===== src/rtl/ahb_pkg.sv =====
// Shared AHB-Lite types and constants for the CPU-side bus masters.
package ahb_pkg;

  typedef enum logic [1:0] {
    HTRANS_IDLE   = 2'b00,
    HTRANS_BUSY   = 2'b01,
    HTRANS_NONSEQ = 2'b10,
    HTRANS_SEQ    = 2'b11
  } htrans_t;

  typedef enum logic [1:0] {
    HRESP_OKAY  = 2'b00,
    HRESP_ERROR = 2'b01,
    HRESP_RETRY = 2'b10,
    HRESP_SPLIT = 2'b11
  } hresp_t;

  typedef enum logic [2:0] {
    HSIZE_BYTE = 3'b000,
    HSIZE_HALF = 3'b001,
    HSIZE_WORD = 3'b010
  } hsize_t;

  localparam logic [2:0] HBURST_SINGLE = 3'b000;

  // Master transfer FSM states, also used by the APB-side bridge.
  typedef enum logic [2:0] {
    ST_IDLE = 3'b000,
    ST_ADDR = 3'b001,
    ST_DATA = 3'b010,
    ST_ERR  = 3'b011,
    ST_RESP = 3'b100
  } master_state_t;

endpackage


===== src/rtl/ahb_lane_align.sv =====
// Byte-lane handling for a 32-bit AHB master: write-data replication,
// read-data extraction and request legality (size / alignment) check.
module ahb_lane_align
  import ahb_pkg::*;
#(
  parameter int DATA_W = 32
) (
  input  logic [2:0]        req_size,
  input  logic [1:0]        req_addr_lo,
  input  logic [2:0]        xfer_size,
  input  logic [1:0]        xfer_addr_lo,
  input  logic [DATA_W-1:0] wdata,
  input  logic [DATA_W-1:0] hrdata,
  output logic [DATA_W-1:0] hwdata_rep,
  output logic [DATA_W-1:0] rdata_ext,
  output logic              req_bad
);

  logic [DATA_W-1:0] shifted_s;

  assign shifted_s = hrdata >> {xfer_addr_lo, 3'b000};

  // Flag illegal sizes and addresses not aligned to the access size.
  always_comb begin
    req_bad = 1'b1;
    case (req_size)
      HSIZE_BYTE: req_bad = 1'b0;
      HSIZE_HALF: req_bad = req_addr_lo[0];
      HSIZE_WORD: req_bad = (req_addr_lo != 2'b00);
      default:    req_bad = 1'b1;
    endcase
  end

  // Replicate right-aligned store data onto every byte lane.
  always_comb begin
    hwdata_rep = wdata;
    case (xfer_size)
      HSIZE_BYTE: hwdata_rep = {(DATA_W/8){wdata[7:0]}};
      HSIZE_HALF: hwdata_rep = {(DATA_W/16){wdata[15:0]}};
      default:    hwdata_rep = wdata;
    endcase
  end

  // Pull the addressed lane(s) down to the LSBs and zero-extend.
  always_comb begin
    rdata_ext = shifted_s;
    case (xfer_size)
      HSIZE_BYTE: rdata_ext = {{(DATA_W-8){1'b0}}, shifted_s[7:0]};
      HSIZE_HALF: rdata_ext = {{(DATA_W-16){1'b0}}, shifted_s[15:0]};
      default:    rdata_ext = shifted_s;
    endcase
  end

endmodule


===== src/rtl/ahb_lite_master_if.sv =====
// Converts one CPU load/store request into a single AHB-Lite transfer and
// returns a one-cycle response pulse. One transfer outstanding at a time.
module ahb_lite_master_if
  import ahb_pkg::*;
#(
  parameter int ADDR_W         = 32,
  parameter int DATA_W         = 32,
  parameter int TIMEOUT_CYCLES = 256
) (
  input  logic              clk_i,
  input  logic              rst_i,
  input  logic              req_valid_i,
  output logic              req_ready_o,
  input  logic              req_write_i,
  input  logic [2:0]        req_size_i,
  input  logic [ADDR_W-1:0] req_addr_i,
  input  logic [DATA_W-1:0] req_wdata_i,
  output logic              rsp_valid_o,
  output logic [DATA_W-1:0] rsp_rdata_o,
  output logic              rsp_err_o,
  output logic              rsp_tmo_o,
  output logic              HSEL_o,
  output logic [1:0]        HTRANS_o,
  output logic              HWRITE_o,
  output logic [2:0]        HSIZE_o,
  output logic [2:0]        HBURST_o,
  output logic [ADDR_W-1:0] HADDR_o,
  output logic [DATA_W-1:0] HWDATA_o,
  input  logic              HREADY_i,
  input  logic [1:0]        HRESP_i,
  input  logic [DATA_W-1:0] HRDATA_i
);

  localparam int CNT_W = $clog2(TIMEOUT_CYCLES + 1);
  localparam logic [CNT_W-1:0] CNT_ONE  = CNT_W'(1);
  localparam logic [CNT_W-1:0] CNT_MAX  = CNT_W'(TIMEOUT_CYCLES);
  // Abort on the wait cycle that brings the count to TIMEOUT_CYCLES.
  localparam logic [CNT_W-1:0] CNT_LAST = CNT_W'(TIMEOUT_CYCLES - 1);

  master_state_t     state_r,     state_next_s;
  logic [ADDR_W-1:0] addr_r,      addr_next_s;
  logic [2:0]        size_r,      size_next_s;
  logic              write_r,     write_next_s;
  logic [DATA_W-1:0] wdata_r,     wdata_next_s;
  logic [CNT_W-1:0]  cnt_r,       cnt_next_s;
  logic              hsel_r,      hsel_next_s;
  htrans_t           htrans_r,    htrans_next_s;
  logic [DATA_W-1:0] hwdata_r,    hwdata_next_s;
  logic              rsp_valid_r, rsp_valid_next_s;
  logic [DATA_W-1:0] rsp_rdata_r, rsp_rdata_next_s;
  logic              rsp_err_r,   rsp_err_next_s;
  logic              rsp_tmo_r,   rsp_tmo_next_s;

  logic [DATA_W-1:0] hwdata_rep_s;
  logic [DATA_W-1:0] rdata_ext_s;
  logic              req_bad_s;
  logic              hresp_ok_s;
  logic              tmo_hit_s;
  logic [CNT_W-1:0]  cnt_inc_s;

  ahb_lane_align #(
    .DATA_W (DATA_W)
  ) u_lane_align (
    .req_size     (req_size_i),
    .req_addr_lo  (req_addr_i[1:0]),
    .xfer_size    (size_r),
    .xfer_addr_lo (addr_r[1:0]),
    .wdata        (wdata_r),
    .hrdata       (HRDATA_i),
    .hwdata_rep   (hwdata_rep_s),
    .rdata_ext    (rdata_ext_s),
    .req_bad      (req_bad_s)
  );

  assign hresp_ok_s = (HRESP_i == HRESP_OKAY);
  assign cnt_inc_s  = (cnt_r == CNT_MAX) ? cnt_r : (cnt_r + CNT_ONE);
  assign tmo_hit_s  = !HREADY_i && (cnt_r == CNT_LAST);

  assign req_ready_o = (state_r == ST_IDLE);
  assign rsp_valid_o = rsp_valid_r;
  assign rsp_rdata_o = rsp_rdata_r;
  assign rsp_err_o   = rsp_err_r;
  assign rsp_tmo_o   = rsp_tmo_r;
  assign HSEL_o      = hsel_r;
  assign HTRANS_o    = htrans_r;
  assign HWRITE_o    = write_r;
  assign HSIZE_o     = size_r;
  assign HBURST_o    = HBURST_SINGLE;
  assign HADDR_o     = addr_r;
  assign HWDATA_o    = hwdata_r;

  // Next-state and next-output decode; bus and response signals default idle.
  always_comb begin
    state_next_s     = state_r;
    addr_next_s      = addr_r;
    size_next_s      = size_r;
    write_next_s     = write_r;
    wdata_next_s     = wdata_r;
    cnt_next_s       = cnt_r;
    hsel_next_s      = 1'b0;
    htrans_next_s    = HTRANS_IDLE;
    hwdata_next_s    = hwdata_r;
    rsp_valid_next_s = 1'b0;
    rsp_rdata_next_s = {DATA_W{1'b0}};
    rsp_err_next_s   = 1'b0;
    rsp_tmo_next_s   = 1'b0;

    case (state_r)
      ST_IDLE: begin
        if (req_valid_i) begin
          addr_next_s  = req_addr_i;
          size_next_s  = req_size_i;
          write_next_s = req_write_i;
          wdata_next_s = req_wdata_i;
          cnt_next_s   = {CNT_W{1'b0}};
          if (req_bad_s) begin
            state_next_s     = ST_RESP;
            rsp_valid_next_s = 1'b1;
            rsp_err_next_s   = 1'b1;
          end else begin
            state_next_s  = ST_ADDR;
            hsel_next_s   = 1'b1;
            htrans_next_s = HTRANS_NONSEQ;
          end
        end else begin
          state_next_s = ST_IDLE;
        end
      end

      ST_ADDR: begin
        if (HREADY_i) begin
          state_next_s  = ST_DATA;
          hwdata_next_s = hwdata_rep_s;
        end else if (tmo_hit_s) begin
          state_next_s     = ST_RESP;
          cnt_next_s       = cnt_inc_s;
          rsp_valid_next_s = 1'b1;
          rsp_err_next_s   = 1'b1;
          rsp_tmo_next_s   = 1'b1;
        end else begin
          cnt_next_s    = cnt_inc_s;
          hsel_next_s   = 1'b1;
          htrans_next_s = HTRANS_NONSEQ;
        end
      end

      ST_DATA: begin
        if (HREADY_i) begin
          state_next_s     = ST_RESP;
          rsp_valid_next_s = 1'b1;
          if (hresp_ok_s) begin
            rsp_rdata_next_s = write_r ? {DATA_W{1'b0}} : rdata_ext_s;
          end else begin
            rsp_err_next_s = 1'b1;
          end
        end else if (tmo_hit_s) begin
          state_next_s     = ST_RESP;
          cnt_next_s       = cnt_inc_s;
          rsp_valid_next_s = 1'b1;
          rsp_err_next_s   = 1'b1;
          rsp_tmo_next_s   = 1'b1;
        end else if (!hresp_ok_s) begin
          state_next_s = ST_ERR;
          cnt_next_s   = cnt_inc_s;
        end else begin
          cnt_next_s = cnt_inc_s;
        end
      end

      ST_ERR: begin
        if (HREADY_i) begin
          state_next_s     = ST_RESP;
          rsp_valid_next_s = 1'b1;
          rsp_err_next_s   = 1'b1;
        end else if (tmo_hit_s) begin
          state_next_s     = ST_RESP;
          cnt_next_s       = cnt_inc_s;
          rsp_valid_next_s = 1'b1;
          rsp_err_next_s   = 1'b1;
          rsp_tmo_next_s   = 1'b1;
        end else begin
          cnt_next_s = cnt_inc_s;
        end
      end

      ST_RESP: begin
        state_next_s = ST_IDLE;
      end

      default: begin
        state_next_s = ST_IDLE;
      end
    endcase
  end

  // State, request capture and registered outputs; reset drops any response.
  always_ff @(posedge clk_i) begin
    if (rst_i) begin
      state_r     <= ST_IDLE;
      addr_r      <= {ADDR_W{1'b0}};
      size_r      <= 3'b000;
      write_r     <= 1'b0;
      wdata_r     <= {DATA_W{1'b0}};
      cnt_r       <= {CNT_W{1'b0}};
      hsel_r      <= 1'b0;
      htrans_r    <= HTRANS_IDLE;
      hwdata_r    <= {DATA_W{1'b0}};
      rsp_valid_r <= 1'b0;
      rsp_rdata_r <= {DATA_W{1'b0}};
      rsp_err_r   <= 1'b0;
      rsp_tmo_r   <= 1'b0;
    end else begin
      state_r     <= state_next_s;
      addr_r      <= addr_next_s;
      size_r      <= size_next_s;
      write_r     <= write_next_s;
      wdata_r     <= wdata_next_s;
      cnt_r       <= cnt_next_s;
      hsel_r      <= hsel_next_s;
      htrans_r    <= htrans_next_s;
      hwdata_r    <= hwdata_next_s;
      rsp_valid_r <= rsp_valid_next_s;
      rsp_rdata_r <= rsp_rdata_next_s;
      rsp_err_r   <= rsp_err_next_s;
      rsp_tmo_r   <= rsp_tmo_next_s;
    end
  end

endmodule


===== config.mk =====
export PLATFORM = sky130hd
export DESIGN_NAME = ahb_lite_master_if
export DESIGN_NICKNAME = d
export VERILOG_FILES = /design/src/rtl/ahb_pkg.sv /design/src/rtl/ahb_lane_align.sv /design/src/rtl/ahb_lite_master_if.sv
export SDC_FILE = /design/constraint.sdc
export NUM_CORES = 1
export LEC_CHECK = 0
export ABC_AREA = 1
export BUFFER_PORTS_ARGS = -buffer_cell sky130_fd_sc_hd__clkbuf_2
export CORE_UTILIZATION = 44
export DETAILED_ROUTE_END_ITERATION = 7
export PLACE_DENSITY = 0.75
export REMOVE_ABC_BUFFERS = 1
export SYNTH_ARGS = -nofsm -noshare
export SYNTH_HDL_FRONTEND = slang
export SYNTH_SLANG_ARGS = --single-unit

===== constraint.sdc =====
create_clock -name clk_i -period 1.5 [get_ports clk_i]
set_input_delay 0.075 -clock clk_i [delete_from_list [all_inputs] [get_ports clk_i]]
set_output_delay 0.075 -clock clk_i [all_outputs]
set_load 0.02 [all_outputs]

Word level (Yosys, flattened, before mapping)
Index checks and enable logic that the tools add are counted.

operators by class
  bitwise operators = 4
  shift-type cells = 1
  eq/ne operators = 12
  muxes and demuxes = 35
  reduce and logical (&&, ||, !) cells = 15
  $add $sub $neg = 1

operators with widths
  operator                                                          count
  32-bit case mux with 2 select lines                               2
  32-bit by 5-bit right shift with 32-bit output                    1
  9-bit 2-to-1 mux                                                  3
  3-bit 2-to-1 mux                                                  8
  9-bit case mux with 2 select lines                                1
  3-bit case mux with 4 select lines                                1
  1-bit 2-to-1 mux                                                  11
  9-bit by 1-bit adder with 9-bit output (second input constant)    1
  3-bit by 1-bit == test with 1-bit output (second input constant)  3
  3-bit by 2-bit == test with 1-bit output (second input constant)  3
  9-bit by 8-bit == test with 1-bit output (second input constant)  1
  9-bit == test (second input constant)                             1
  3-bit zero test                                                   3
  2-bit 2-to-1 mux                                                  4
  2-bit inequality test (second input constant)                     3
  1-bit case mux with 3 select lines                                2
  5-bit OR reduction                                                1
  4-bit inequality test (second input constant)                     1
  1-bit inverter                                                    4
  1-bit case mux with 4 select lines                                1
  2-bit case mux with 2 select lines                                1
  2-bit AND reduction                                               2
  4-bit AND reduction                                               1
  2-bit nonzero test                                                2
  other kinds (6)                                                   7

storage, ports and cells
  bits in registers = 150
  output and inout bits = 110
  logic and storage cells = 81

Depth between registers and ports, before layout
Gate-level depths: netlist of run 1.

  depth in word-level cells = 5
  gate-level depth with buffers = 12
  depth with buffers taken out = 12

Cells and area by module
Synthesis of run 1 repeated with hierarchy kept, for this count alone.

second synthesis, totals
  cells, all modules = 934
  area, all modules = 6472.5 sq um

by module, submodules not included
  module              seq. area each (sq um)  area an instance (sq um)  cells each  times used
  ahb_lite_master_if  2962.8                  5296.3                    677         1
  ahb_lane_align      0.0                     1176.1                    257         1

Worst setup path before layout of run 1
Ideal clock, no wire load.

  path kind = reg-to-reg
  from = reg cnt_r[0]
  to = reg rsp_err_r (netlist: rsp_err_o)
  data arrival time = 1493 ps
  cell stages (with the launch flop) = 13
  period minus slack after synthesis = 1602 ps
  setup time = 109 ps
  path slack = -102 ps
  cell sequence = dfxtp_1 -> ha_1 -> nand2_1 -> nor2_1 -> nand2_1 -> nor2_1 -> ha_1 -> nor2_1 -> inv_1 -> nand3_1 -> nand3_1 -> nand2_1 -> inv_1

on the way
  word-level cells in the longest chain between the ends = 5
  elaborated cells between the ends (all ways) = 7

ends and longest elaborated chain
  item                                        line                                                                             text
  from (decl)                                 ahb_lite_master_if.sv:45                                                         logic [CNT_W-1:0] cnt_r, cnt_next_s;
  from (signal assigned)                      ahb_lite_master_if.sv:204                                                        cnt_r <= {CNT_W{1'b0}};
  from (signal assigned)                      ahb_lite_master_if.sv:218                                                        cnt_r <= cnt_next_s;
  9-bit by 8-bit == test with 1-bit output *  ahb_lite_master_if.sv:77                                                         assign tmo_hit_s = !HREADY_i && (cnt_r == CNT_LAST);
  1-bit logical AND *                         ahb_lite_master_if.sv:77
  1-bit 2-to-1 mux *                          ahb_lite_master_if.sv:134, ahb_lite_master_if.sv:156, ahb_lite_master_if.sv:175
  1-bit 2-to-1 mux (on tied branches)         ahb_lite_master_if.sv:171, ahb_lite_master_if.sv:131, ahb_lite_master_if.sv:148
  1-bit case mux with 4 select lines *        ahb_lite_master_if.sv:108                                                        case (state_r)
  to (signal assigned)                        ahb_lite_master_if.sv:224                                                        rsp_err_r <= rsp_err_next_s;
  to (decl)                                   ahb_lite_master_if.sv:51                                                         logic rsp_err_r, rsp_err_next_s;

Mark *: on every way between the ends. The rest lies on a longest branch, timed or not.
A chain may end at the register's enable or synchronous reset.

Worst setup path after layout of run 1
  from = reg cnt_r[0]
  to = reg state_r[2]

on the way
  word-level cells in the longest chain between the ends = 5
  elaborated cells between the ends (all ways) = 9

ends and longest elaborated chain
  item                                               line                       text
  9-bit by 8-bit == test with 1-bit output *         ahb_lite_master_if.sv:77
  1-bit logical AND *                                ahb_lite_master_if.sv:77
  3-bit 2-to-1 mux (on tied branches) (2 in series)  -
  3-bit case mux with 4 select lines                 ahb_lite_master_if.sv:108
  to (signal assigned)                               ahb_lite_master_if.sv:213  state_r <= state_next_s;
  to (decl)                                          ahb_lite_master_if.sv:40   master_state_t state_r, state_next_s;

Marks and branches as above.

==> run metrics, run 1 <==
final setup TNS=-0.0711 ns; cell accounting for the most synthesized area=dfxtp_1; worst stage delay on the critical path=0.35 ns; Root Buffer=clkbuf_16; clock buffer depth=2; GRT Overall Usage=27.0%; Setup CP Type=reg2reg; Synth area leaders=dfxtp_1, nor2_1, o21ai_0; slowest CP cell=dfxtp_2; first-pass GRT wire length=29900 um; Total Wirelength=19100 um; proportion of layout cells with a drive suffix above 1=29.7%; VDD IR max=1050 uV; total power=0.0102 W; die height=117 um; failing checks=setup timing; Pint=0.00738 W; htree depth=4; Tmin final=1.53 ns; Netlist cell types=30; fillers=1004; Critical Path AT=1.88 ns; CP Launch Type=flop; pin count of the biggest net entering global routing=63; initial antenna violation count=0; Worst Hold Class=in2reg; FMAX=653 MHz; Port Buf Inserts=211; CP Data Required Time=1.85 ns; Tcrit/Tclk final=102%; sequential cell area fraction in the yosys report=50.5%; asr flop ratio synth=0%; drt first-iter violations=531; RSZ-0062 raised after global routing=true; via count=6489; Power Density=1130 nW/um2; Pleak=4.23 nW; logic gate share of total power=17.3%; Core Area=12800 um2; yosys warns=0; final setup violation count=5; setup slack after layout=-0.0323 ns; post-route insts no fill=1279; initial cell density of the core=45.7%; final number of hold-violating endpoints=0; TritonRoute pass-1 iters=5; Sw Share=27.7%; gp weighted congestion=0.851; drt wl/cell=14.9 um; drt drc=0; crit path cell chain=ha_4, nand2_4, nor2_4, nand2_2, nor2_2, ha_2, buf_4, nand3_4, a31oi_1; number of global-route vias before repair=6209; final clock skew=0.00809 ns; hpwl dp=10700 um; Routed Antenna Nets=0; placed cells=1145; TritonCTS Sinks=148; die area=13800 um2; Yosys top cell area share=50.5%; clock slew at reported path FFs=0.06 ns; Seq pwr share=42.0%; synthesis-to-finish area growth=53.7%; clock latency on the worst-skew pair=0.42 ns; WHS Path Cells=5; max-cap violations=0; vias per cell=5.07; Inserted Diodes=0; CTS tree=done; clock power share=40.7%; CTS buffer count=17; path depth of the worst reg2reg path=9; max-slew violation count=0; Die W=117 um; Post-synth EDFFs=0; GRT overflow=0; outcome=finished with violations; post-synthesis register bit count=148; Syn Area/Cell=7.59 um2; # IOs=216; fin nets=1203; CP endpoint kind=flop; Cells after Synth=772; net switching power=0.00283 W; CP max FO=3; ys flop type=dfxtp_1; synthesized area=5860 um2; # rows=41
## power groups by stage
stage / logic (W) / clock network [W] / registers (W)
after floorplan: 0.000629 / 0 / 0.00453
after global placement: 0.00142 / 0 / 0.00436
after detailed placement: 0.00144 / 0 / 0.00436
after CTS: 0.00164 / 0.00422 / 0.00428
after global routing: 0.00193 / 0.00441 / 0.00432
final: 0.00176 / 0.00415 / 0.00429
## cell families (layout without fill, tap and decap cells)
family,count (synthesis),in the layout,share of synthesized area [%]
and+or+nand+nor,324,324,22.8
muxes,5,5,0.854
adders and majority gates,3,3,0.640
AOI/OAI and AO/OA,195,195,17.8
DFF,148,148,50.5
buffers and inverters,95,427,7.13
other,1,4,0.0640
xor gates and xnor gates,1,1,0.149
## synth_stat cells, types with 2 or more instances
cell / instances
a21oi_1: 45
a22o_1: 4
nor2_4: 2
nor3_4: 2
a211oi_1: 5
inv_2: 7
nand3_1: 18
nand2_2: 3
nor3_1: 2
nor2_1: 162
clkbuf_1: 25
dfxtp_1: 148
nand4_1: 2
a31oi_1: 31
mux2i_1: 5
inv_1: 39
nor2_2: 2
nand2_1: 128
o21ai_0: 109
buf_6: 2
buf_4: 8
ha_1: 3
buf_2: 13
## critical path, delay by kind of cell (launching register included)
| kind | cells | cell delay, ns |
|---|---|---|
| simple gates | 5 | 0.44 |
| fa+ha+maj | 2 | 0.36 |
| flops | 1 | 0.35 |
| compound gates | 1 | 0.17 |
| buf+inv | 1 | 0.14 |
## state kept, by name (all words and copies together), names as in the netlist
register,cells
HADDR_o,32
HSIZE_o,3
HTRANS_o,1
HWDATA_o,32
HWRITE_o,1
cnt_r,9
rsp_err_o,1
rsp_rdata_o,32
rsp_tmo_o,1
rsp_valid_o,1
state_r,3
wdata_r,32
## path summary, 6_finish.rpt
path	start	slack, ns	to
max	cnt_r[0]	-0.03	state_r[2]
min	HRDATA_i[11]	0.02	rsp_rdata_o[3]
max reg2reg	cnt_r[0]	-0.03	state_r[2]
min reg2reg	wdata_r[23]	0.47	HWDATA_o[23]
## repair_timing
action                     in CTS  in global routing
hold buffers                   96                  0
hold endpoints to repair      106                  0
buffers inserted                4                  1
gates cloned                    0                  3
setup endpoints to repair       4                 23
gates resized for setup        10                 31
pin swaps                       5                 17
## through the flow
stage	worst slack [ns]	hold slack, ns	cell area (um2)	utilization [%]
3_5_place_dp	-0.0874	0.302	7250	56.6
4_1_cts	0.0161	0.00665	8850	69.0
6_report	-0.0323	0.0250	9010	70.3
3_3_place_gp	-0.0405	0.297	7250	56.6
5_1_grt	-0.0841	0.0443	9010	70.3
2_1_floorplan	-1.30	0.144	5630	-
## layer usage
metal	GRT usage [%]	part of all wire, %	wire length (um)	up-vias
met2	47.3	50	9450	301
met3	7.54	6.9	1320	44
li1	-	-	-	3172
met1	30.9	41	7830	2972
met5	0	0	0	-
met4	10.9	2.5	476	0
## area by class of cell
type	count	area, um2	share of cell area [%]
flip-flops and latches	148	2970	32.9
repair buffers	349	2470	27.4
well taps	172	215	2.39
inverters	46	175	1.94
multi-input cells	532	2610	28.9
clock inverters	12	131	1.46
clock buffers	20	447	4.96
## placed cells by master, fill, tap and decap left out, drive strengths merged, types with 2 or more instances in the layout
cell	netlist	final
a211oi	5	5
nand3	19	19
nand4	3	3
nor3	4	4
a22o	4	4
bufinv	0	2
nor2	166	166
conb	1	4
clkbuf	25	234
a31oi	31	31
nand2	132	132
ha	3	3
dlygate4sd3	0	96
dfxtp	148	148
buf	24	39
inv	46	47
mux2i	5	5
a21oi	45	45
o21ai	109	109
clkinv	0	8
Note: power is estimated with default switching activity, not from simulation.
==> run 2: changes to the inputs <==
CORE_UTILIZATION = 46   (was 44)
CTS_BUF_LIST = sky130_fd_sc_hd__clkbuf_8   (was not set)
PLACE_DENSITY = 0.78   (was 0.75)
==> run metrics, run 2 (synthesis gave the netlist of run 1 again) <==
first-pass GRT wire length=29400 um (-1.5%); drt wl/cell=15.6 um (+4.8%); vias per cell=5.10 (+0.46%); reg-to-reg startpoint=cnt_r[1]; FMAX=628 MHz (-3.8%); GRT overflow=0 (unchanged); via count=6524 (+0.54%); synthesis-to-finish area growth=51.3%; Pint=0.00612 W (-17%); clock slew at reported path FFs=0.08 ns (+0.02 ns); drt drc=0 (unchanged); met3 GRT Util=9.23% (+1.7 points); Inserted Diodes=0 (unchanged); RSZ-0062 raised after global routing=true; CTS buffer count=17 (unchanged); initial cell density of the core=48.0% (+2.3 points); Placement Cell Area=7210 um2 (-0.62%); Seq pwr share=48.6% (+6.6 points); Critical Path AT=1.94 ns (+0.06 ns); initial antenna violation count=0 (unchanged); fillers=864 (-14%); fin nets=1208 (+0.42%); VDD IR max=775 uV (-26%); outcome=finished with violations; # IOs=216 (unchanged); CP Launch Type=flop; Power Density=993 nW/um2 (-12%); met1 Track Usage GR=31.3% (+0.43 points); CP endpoint kind=flop; Root Buffer=clkbuf_8; max-cap violations=0 (unchanged); Setup CP Type=reg2reg; GRT met2 Usage=50.0% (+2.7 points); Core Area=12200 um2 (-4.8%); clock latency on the worst-skew pair=0.45 ns (+0.03 ns); final setup TNS=-0.243 ns (-0.172 ns); net switching power=0.00268 W (-5.1%); Port Buf Inserts=211 (unchanged); Sw Share=30.5% (+2.8 points); proportion of layout cells with a drive suffix above 1=30.5% (+0.77 points); internal reg-to-reg setup slack=-0.09 ns (-0.06 ns); Worst Hold Class=in2reg; design area=8870 um2 (-1.6%); CP max FO=4 (+1); Total Wirelength=20000 um (+4.9%); GRT Overall Usage=28.7% (+1.7 points); htree depth=4 (unchanged); max-slew violation count=0 (unchanged); final clock skew=0.00944 ns (+0.00135 ns); final number of hold-violating endpoints=0 (unchanged); setup slack after layout=-0.0935 ns (-0.0612 ns); most frequent cells in the layout=clkbuf_2, nor2_1, dfxtp_1; Tcrit/Tclk final=106% (+4.1 points); number of global-route vias before repair=6158 (-0.82%); GR peak layer=met2; die height=115 um (-2.2%); worst setup path start=cnt_r[1]; # rows=40 (-2.4%); clock buffer depth=2 (unchanged); Routed Antenna Nets=0 (unchanged); final core utilization=72.6% (+2.4 points); die area=13200 um2 (-4.3%); hpwl dp=11000 um (+2.4%); logic gate share of total power=20.5% (+3.2 points); CTS tree=done; Pleak=4.14 nW (-2.2%); gp weighted congestion=0.865 (+1.6%); drt first-iter violations=640 (+21%); failing checks=setup timing; TritonCTS Sinks=148 (unchanged); TritonRoute pass-1 iters=5 (unchanged); HP Start=HRDATA_i[14]; Die W=115 um (-2.2%); most common cell after layout, fill and taps aside=clkbuf_2; clock power share=30.9% (-9.8 points); CP Data Required Time=1.85 ns (about the same); Tmin final=1.59 ns (+0.0612 ns); final setup violation count=7 (+2); pin count of the biggest net entering global routing=71 (+13%)
run 2: cell types whose count changed in the layout (fill, tap and decap cells not counted), moves of 3 or more:
cell / before / now
clkinvlp_4: 1 / 6
nand3_2: 2 / 5
clkbuf_8: 1 / 20
a21oi_1: 44 / 37
buf_6: 2 / 6
a21oi_2: 1 / 8
dlygate4sd3_1: 96 / 99
o21ai_0: 103 / 106
clkinv_4: 4 / 0
buf_4: 31 / 28
clkbuf_16: 20 / 3
run 2: power groups by stage:
| stage | combinational (W) | clock, W | sequential (W) |
|---|---|---|---|
| 3_3_place_gp | 0.00141 | 0 | 0.00436 |
| 2_1_floorplan | 0.000629 | 0 | 0.00453 |
| 5_1_grt | 0.00196 | 0.00294 | 0.00431 |
| 3_5_place_dp | 0.00143 | 0 | 0.00436 |
| 6_report | 0.00180 | 0.00272 | 0.00428 |
| 4_1_cts | 0.00165 | 0.00275 | 0.00428 |
run 2: layout make-up:
type / instances / area (um2) / area share [%]
tap: 168 / 210 / 2.37
timing repair buffer: 353 / 2510 / 28.3
clock buffer: 20 / 275 / 3.10
inverter: 46 / 181 / 2.05
sequential: 148 / 2970 / 33.5
multi-input combinational: 533 / 2650 / 29.9
clock inverter: 12 / 67.6 / 0.762
run 2: timing repair:
action	CTS	global route
hold buffers	99	0
setup endpoints to repair	6	80
pin swaps	8	16
endpoints found under the hold margin	107	0
gates cloned	0	4
buffers inserted	2	4
resized for setup	9	50
run 2: layer usage:
| metal | vias to the layer above | share of wire, % | wire length, um |
|---|---|---|---|
| li1 | 3176 | - | - |
| met2 | 334 | 50 | 9950 |
| met4 | 0 | 3.1 | 628 |
| met3 | 57 | 7.9 | 1590 |
| met1 | 2957 | 39 | 7850 |
| met5 | - | 0 | 0 |
run 2: per-stage QoR:
stage | total power [W] | setup slack [ns] | std cells | hold WS, ns
after global placement | 0.00577 | -0.0200 | 1139 | 0.297
after floorplan | 0.00516 | -1.30 | 726 | 0.144
final | 0.00881 | -0.0935 | 1280 | 0.0577
after detailed placement | 0.00579 | -0.0851 | 1139 | 0.304
after global routing | 0.00921 | -0.176 | 1280 | 0.0469
after CTS | 0.00867 | -0.0648 | 1272 | 0.00270
run 2: path summary, 6_finish.rpt:
check                                 endpoint  cells past startpoint
worst max register to register      state_r[0]                     12
worst min-delay path            rsp_rdata_o[6]                      5
worst min register to register    HWDATA_o[17]                      2
worst max-delay path                state_r[0]                     12
run 2: worst max-delay path, stage by stage, from the launching register on:
cell	delay, ns
dfxtp_2	0.36
ha_4	0.15
nand2_2	0.06
nor2_2	0.09
nand2_2	0.09
nor2_4	0.14
ha_4	0.18
nor2_4	0.04
buf_6	0.12
nand2_4	0.06
o211ai_1	0.08
nand2_1	0.07
inv_1	0.04
==> run 3: changes to the inputs <==
--- a/config.mk
+++ b/config.mk
@@ -7,3 +7,2 @@
 export LEC_CHECK = 0
-export ABC_AREA = 1
 export BUFFER_PORTS_ARGS = -buffer_cell sky130_fd_sc_hd__clkbuf_2
--- a/constraint.sdc
+++ b/constraint.sdc
@@ -3,2 +3,2 @@
 set_output_delay 0.075 -clock clk_i [all_outputs]
-set_load 0.02 [all_outputs]
+set_load 0.005 [all_outputs]
==> run metrics, run 3 <==
outcome=finished with violations; failing checks=setup timing; GR peak layer=met2; Pint=0.00682 W (+11%); slowest CP cell=or4_4; drt drc=0 (unchanged); Min Hold Slack=0.0173 ns (-0.0404 ns); first-pass GRT wire length=29900 um (+1.5%); # IOs=216 (unchanged); clock buffer depth=2 (unchanged); met1 Track Usage GR=32.1% (+0.73 points); clock slew at reported path FFs=0.08 ns (about the same); Worst Hold Class=in2reg; crit path cell chain=or4b_4, or4_4, nor2_8, and2_4; reg-to-reg startpoint=state_r[1]; max-cap violations=0 (unchanged); path depth of the worst reg2reg path=4 (-8); die area=13200 um2 (about the same); Synth area leaders=dfxtp_1, nand2_1, a21oi_1; VDD IR max=904 uV (+17%); initial cell density of the core=48.0% (about the same); Total Wirelength=23400 um (+17%); worst setup path start=state_r[1]; TritonRoute pass-1 iters=8 (+3); final clock skew=0.0166 ns (+0.00711 ns); Setup CP Type=reg2reg; logic gate share of total power=19.2% (-1.3 points); CTS tree=done; Power Density=953 nW/um2 (-4.1%); Crit path depth=4 (-8); GRT Overall Usage=29.4% (+0.71 points); Netlist cell types=44 (+47%); initial antenna violation count=0 (unchanged); htree depth=4 (unchanged); # rows=40 (unchanged); clock latency on the worst-skew pair=0.47 ns (+0.02 ns); Least-Margin Pin Slew=0.682 ns; TritonCTS Sinks=148 (unchanged); met3 GRT Util=8.38% (-0.84 points); hpwl dp=10500 um (-3.7%); post-synthesis register bit count=148 (unchanged); Sw Share=27.9% (-2.6 points); Port Buf Inserts=211 (unchanged); die height=115 um (about the same); sequential cell area fraction in the yosys report=50.6% (about the same); placed cells=1074 (-5.7%); final number of hold-violating endpoints=0 (unchanged); Post-synth EDFFs=0 (unchanged); FMAX=570 MHz (-9.2%); Commonest cells post-synth=nand2_1, dfxtp_1, a21oi_1, nor2_1, clkbuf_1; via count=6800 (+4.2%); CTS buffer count=17 (unchanged); Cells after Synth=704 (-8.8%); proportion of layout cells with a drive suffix above 1=43.0% (+12 points); fillers=692 (-20%); Critical Path AT=2.17 ns (+0.23 ns); CP Data Required Time=1.91 ns (+0.06 ns); Tcrit/Tclk final=117% (+11 points); post-route insts no fill=1229 (-4.0%); CP delay by family, top=simple AND/OR/NAND/NOR gates; reg2reg end=rsp_rdata_o[29]; Core Area=12200 um2 (unchanged); Seq pwr share=44.4% (-4.2 points); setup slack after layout=-0.256 ns (-0.162 ns); Inserted Diodes=0 (unchanged); synthesized area=5860 um2 (about the same); Routed Antenna Nets=0 (unchanged); most common cell after layout, fill and taps aside=clkbuf_2; drt wl/cell=19.0 um (+22%); Tmin final=1.76 ns (+0.162 ns); Worst setup endpoint=rsp_rdata_o[29]; Pleak=4.33 nW (+4.6%); most frequent cells in the layout=clkbuf_2, nand2_1, dfxtp_1; CP endpoint kind=flop; final setup violation count=142 (+135); RSZ-0062 raised after global routing=true; CP Launch Type=flop; Root Buffer=clkbuf_8; asr flop ratio synth=0% (unchanged); Yosys top cell area share=50.6% (about the same); GRT met2 Usage=52.5% (+2.5 points); GRT overflow=0 (unchanged); max-slew violation count=0 (unchanged); most frequent cell after synthesis=nand2_1; vias per cell=5.53 (+8.6%); drt first-iter violations=564 (-12%); gp weighted congestion=0.776 (-10%); fin nets=1157 (-4.2%); internal reg-to-reg setup slack=-0.26 ns (-0.16 ns); worst stage delay on the critical path=0.54 ns (+0.18 ns); pin count of the biggest net entering global routing=104 (+46%); Die W=115 um (about the same); CP bufs+invs=0 (-2); ys flop type=dfxtp_1; Syn Area/Cell=8.32 um2 (+9.6%); yosys warns=0 (unchanged); number of global-route vias before repair=6248 (+1.5%); cell accounting for the most synthesized area=dfxtp_1; synthesis-to-finish area growth=69.4%; clock power share=36.4% (+5.5 points); net switching power=0.00263 W (-1.9%); Slew headroom=54.4%; CP max FO=8 (+4)
run 3: cell count changes in the layout (fill, tap and decap cells not counted), sizes merged, moves of 8 or more:
cell and delta:
inv -41, nand2 +52, nand3 -17, mux2i +28
nor2b +10, buf +28, a311oi +8, a31oi -31
and2 +9, o21ai -98, a211oi +22, a21oi +56
nor2 -113
run 3: stage by stage:
| step | setup WS [ns] | util, % | power (W) | cell area, um2 | TNS (ns) |
|---|---|---|---|---|---|
| floorplan | -2.15 | - | 0.00478 | 5600 | -179.47 |
| global placement | -0.295 | 59.9 | 0.00536 | 7320 | -26.36 |
| detailed placement | -0.351 | 59.9 | 0.00538 | 7320 | -30.73 |
| CTS | -0.243 | 73.0 | 0.00900 | 8920 | -10.57 |
| global route | -0.299 | 81.3 | 0.00975 | 9920 | -21.13 |
| finish | -0.256 | 81.3 | 0.00945 | 9920 | -14.51 |
run 3: worst min-delay path by stage:
stage	from	slack, ns	cells past startpoint	end
floorplan	rst_i	0.14	1	HADDR_o[0]
global placement	req_addr_i[25]	0.30	3	HADDR_o[25]
detailed placement	req_wdata_i[28]	0.30	3	wdata_r[28]
CTS	HRDATA_i[11]	0.0009	3	rsp_rdata_o[3]
global route	HRDATA_i[11]	0.01	3	rsp_rdata_o[3]
finish	HRDATA_i[11]	0.02	3	rsp_rdata_o[3]
run 3: cells by family (layout without fill, tap and decap cells):
family	count (synthesis)	after routing	share of synthesized area, %
AO/OA/AOI/OAI	160	160	15.9
XOR/XNOR	4	4	0.598
adder cells (fa/ha/maj)	3	3	0.641
buffers and inverters	65	419	4.93
flip-flops	148	148	50.6
multiplexers	33	33	5.64
other	1	4	0.0640
AND/OR/NAND/NOR	290	290	21.6
run 3: final cells by class:
class,instances,area (um2),area share [%]
multi-input cells,494,3280,33.1
repair buffers,382,3000,30.3
inverters,5,18.8,0.189
well taps,168,210,2.12
flip-flops and latches,148,2980,30.0
clock buffers,18,248,2.50
clock inverters,14,185,1.87
run 3: worst reg2reg max path, cell delays in order, from the launching register on:
cell and delay [ns]:
dfxtp_1 0.38, or4b_4 0.49, or4_4 0.54, nor2_8 0.15
and2_4 0.15
run 3: power by group through the flow:
stage,sequential [W],combinational [W],clock (W)
global route,0.00421,0.00191,0.00363
CTS,0.00417,0.00142,0.00341
finish,0.00420,0.00181,0.00344
floorplan,0.00430,0.000482,0
detailed placement,0.00426,0.00111,0
global placement,0.00426,0.00110,0
run 3: timing repair:
| action | in CTS | in global routing |
|---|---|---|
| setup buffers | 1 | 13 |
| hold buffers | 92 | 0 |
| pin swaps | 6 | 62 |
| gates resized for setup | 37 | 157 |
| gates cloned | 3 | 14 |
| setup endpoints to repair | 147 | 146 |
| endpoints found under the hold margin | 100 | 0 |
run 3: per-layer routing:
metal	share of wire, %	vias up
li1	-	3060
met1	36	3226
met2	52	400
met4	4.7	0
met5	0	-
met3	7.7	114
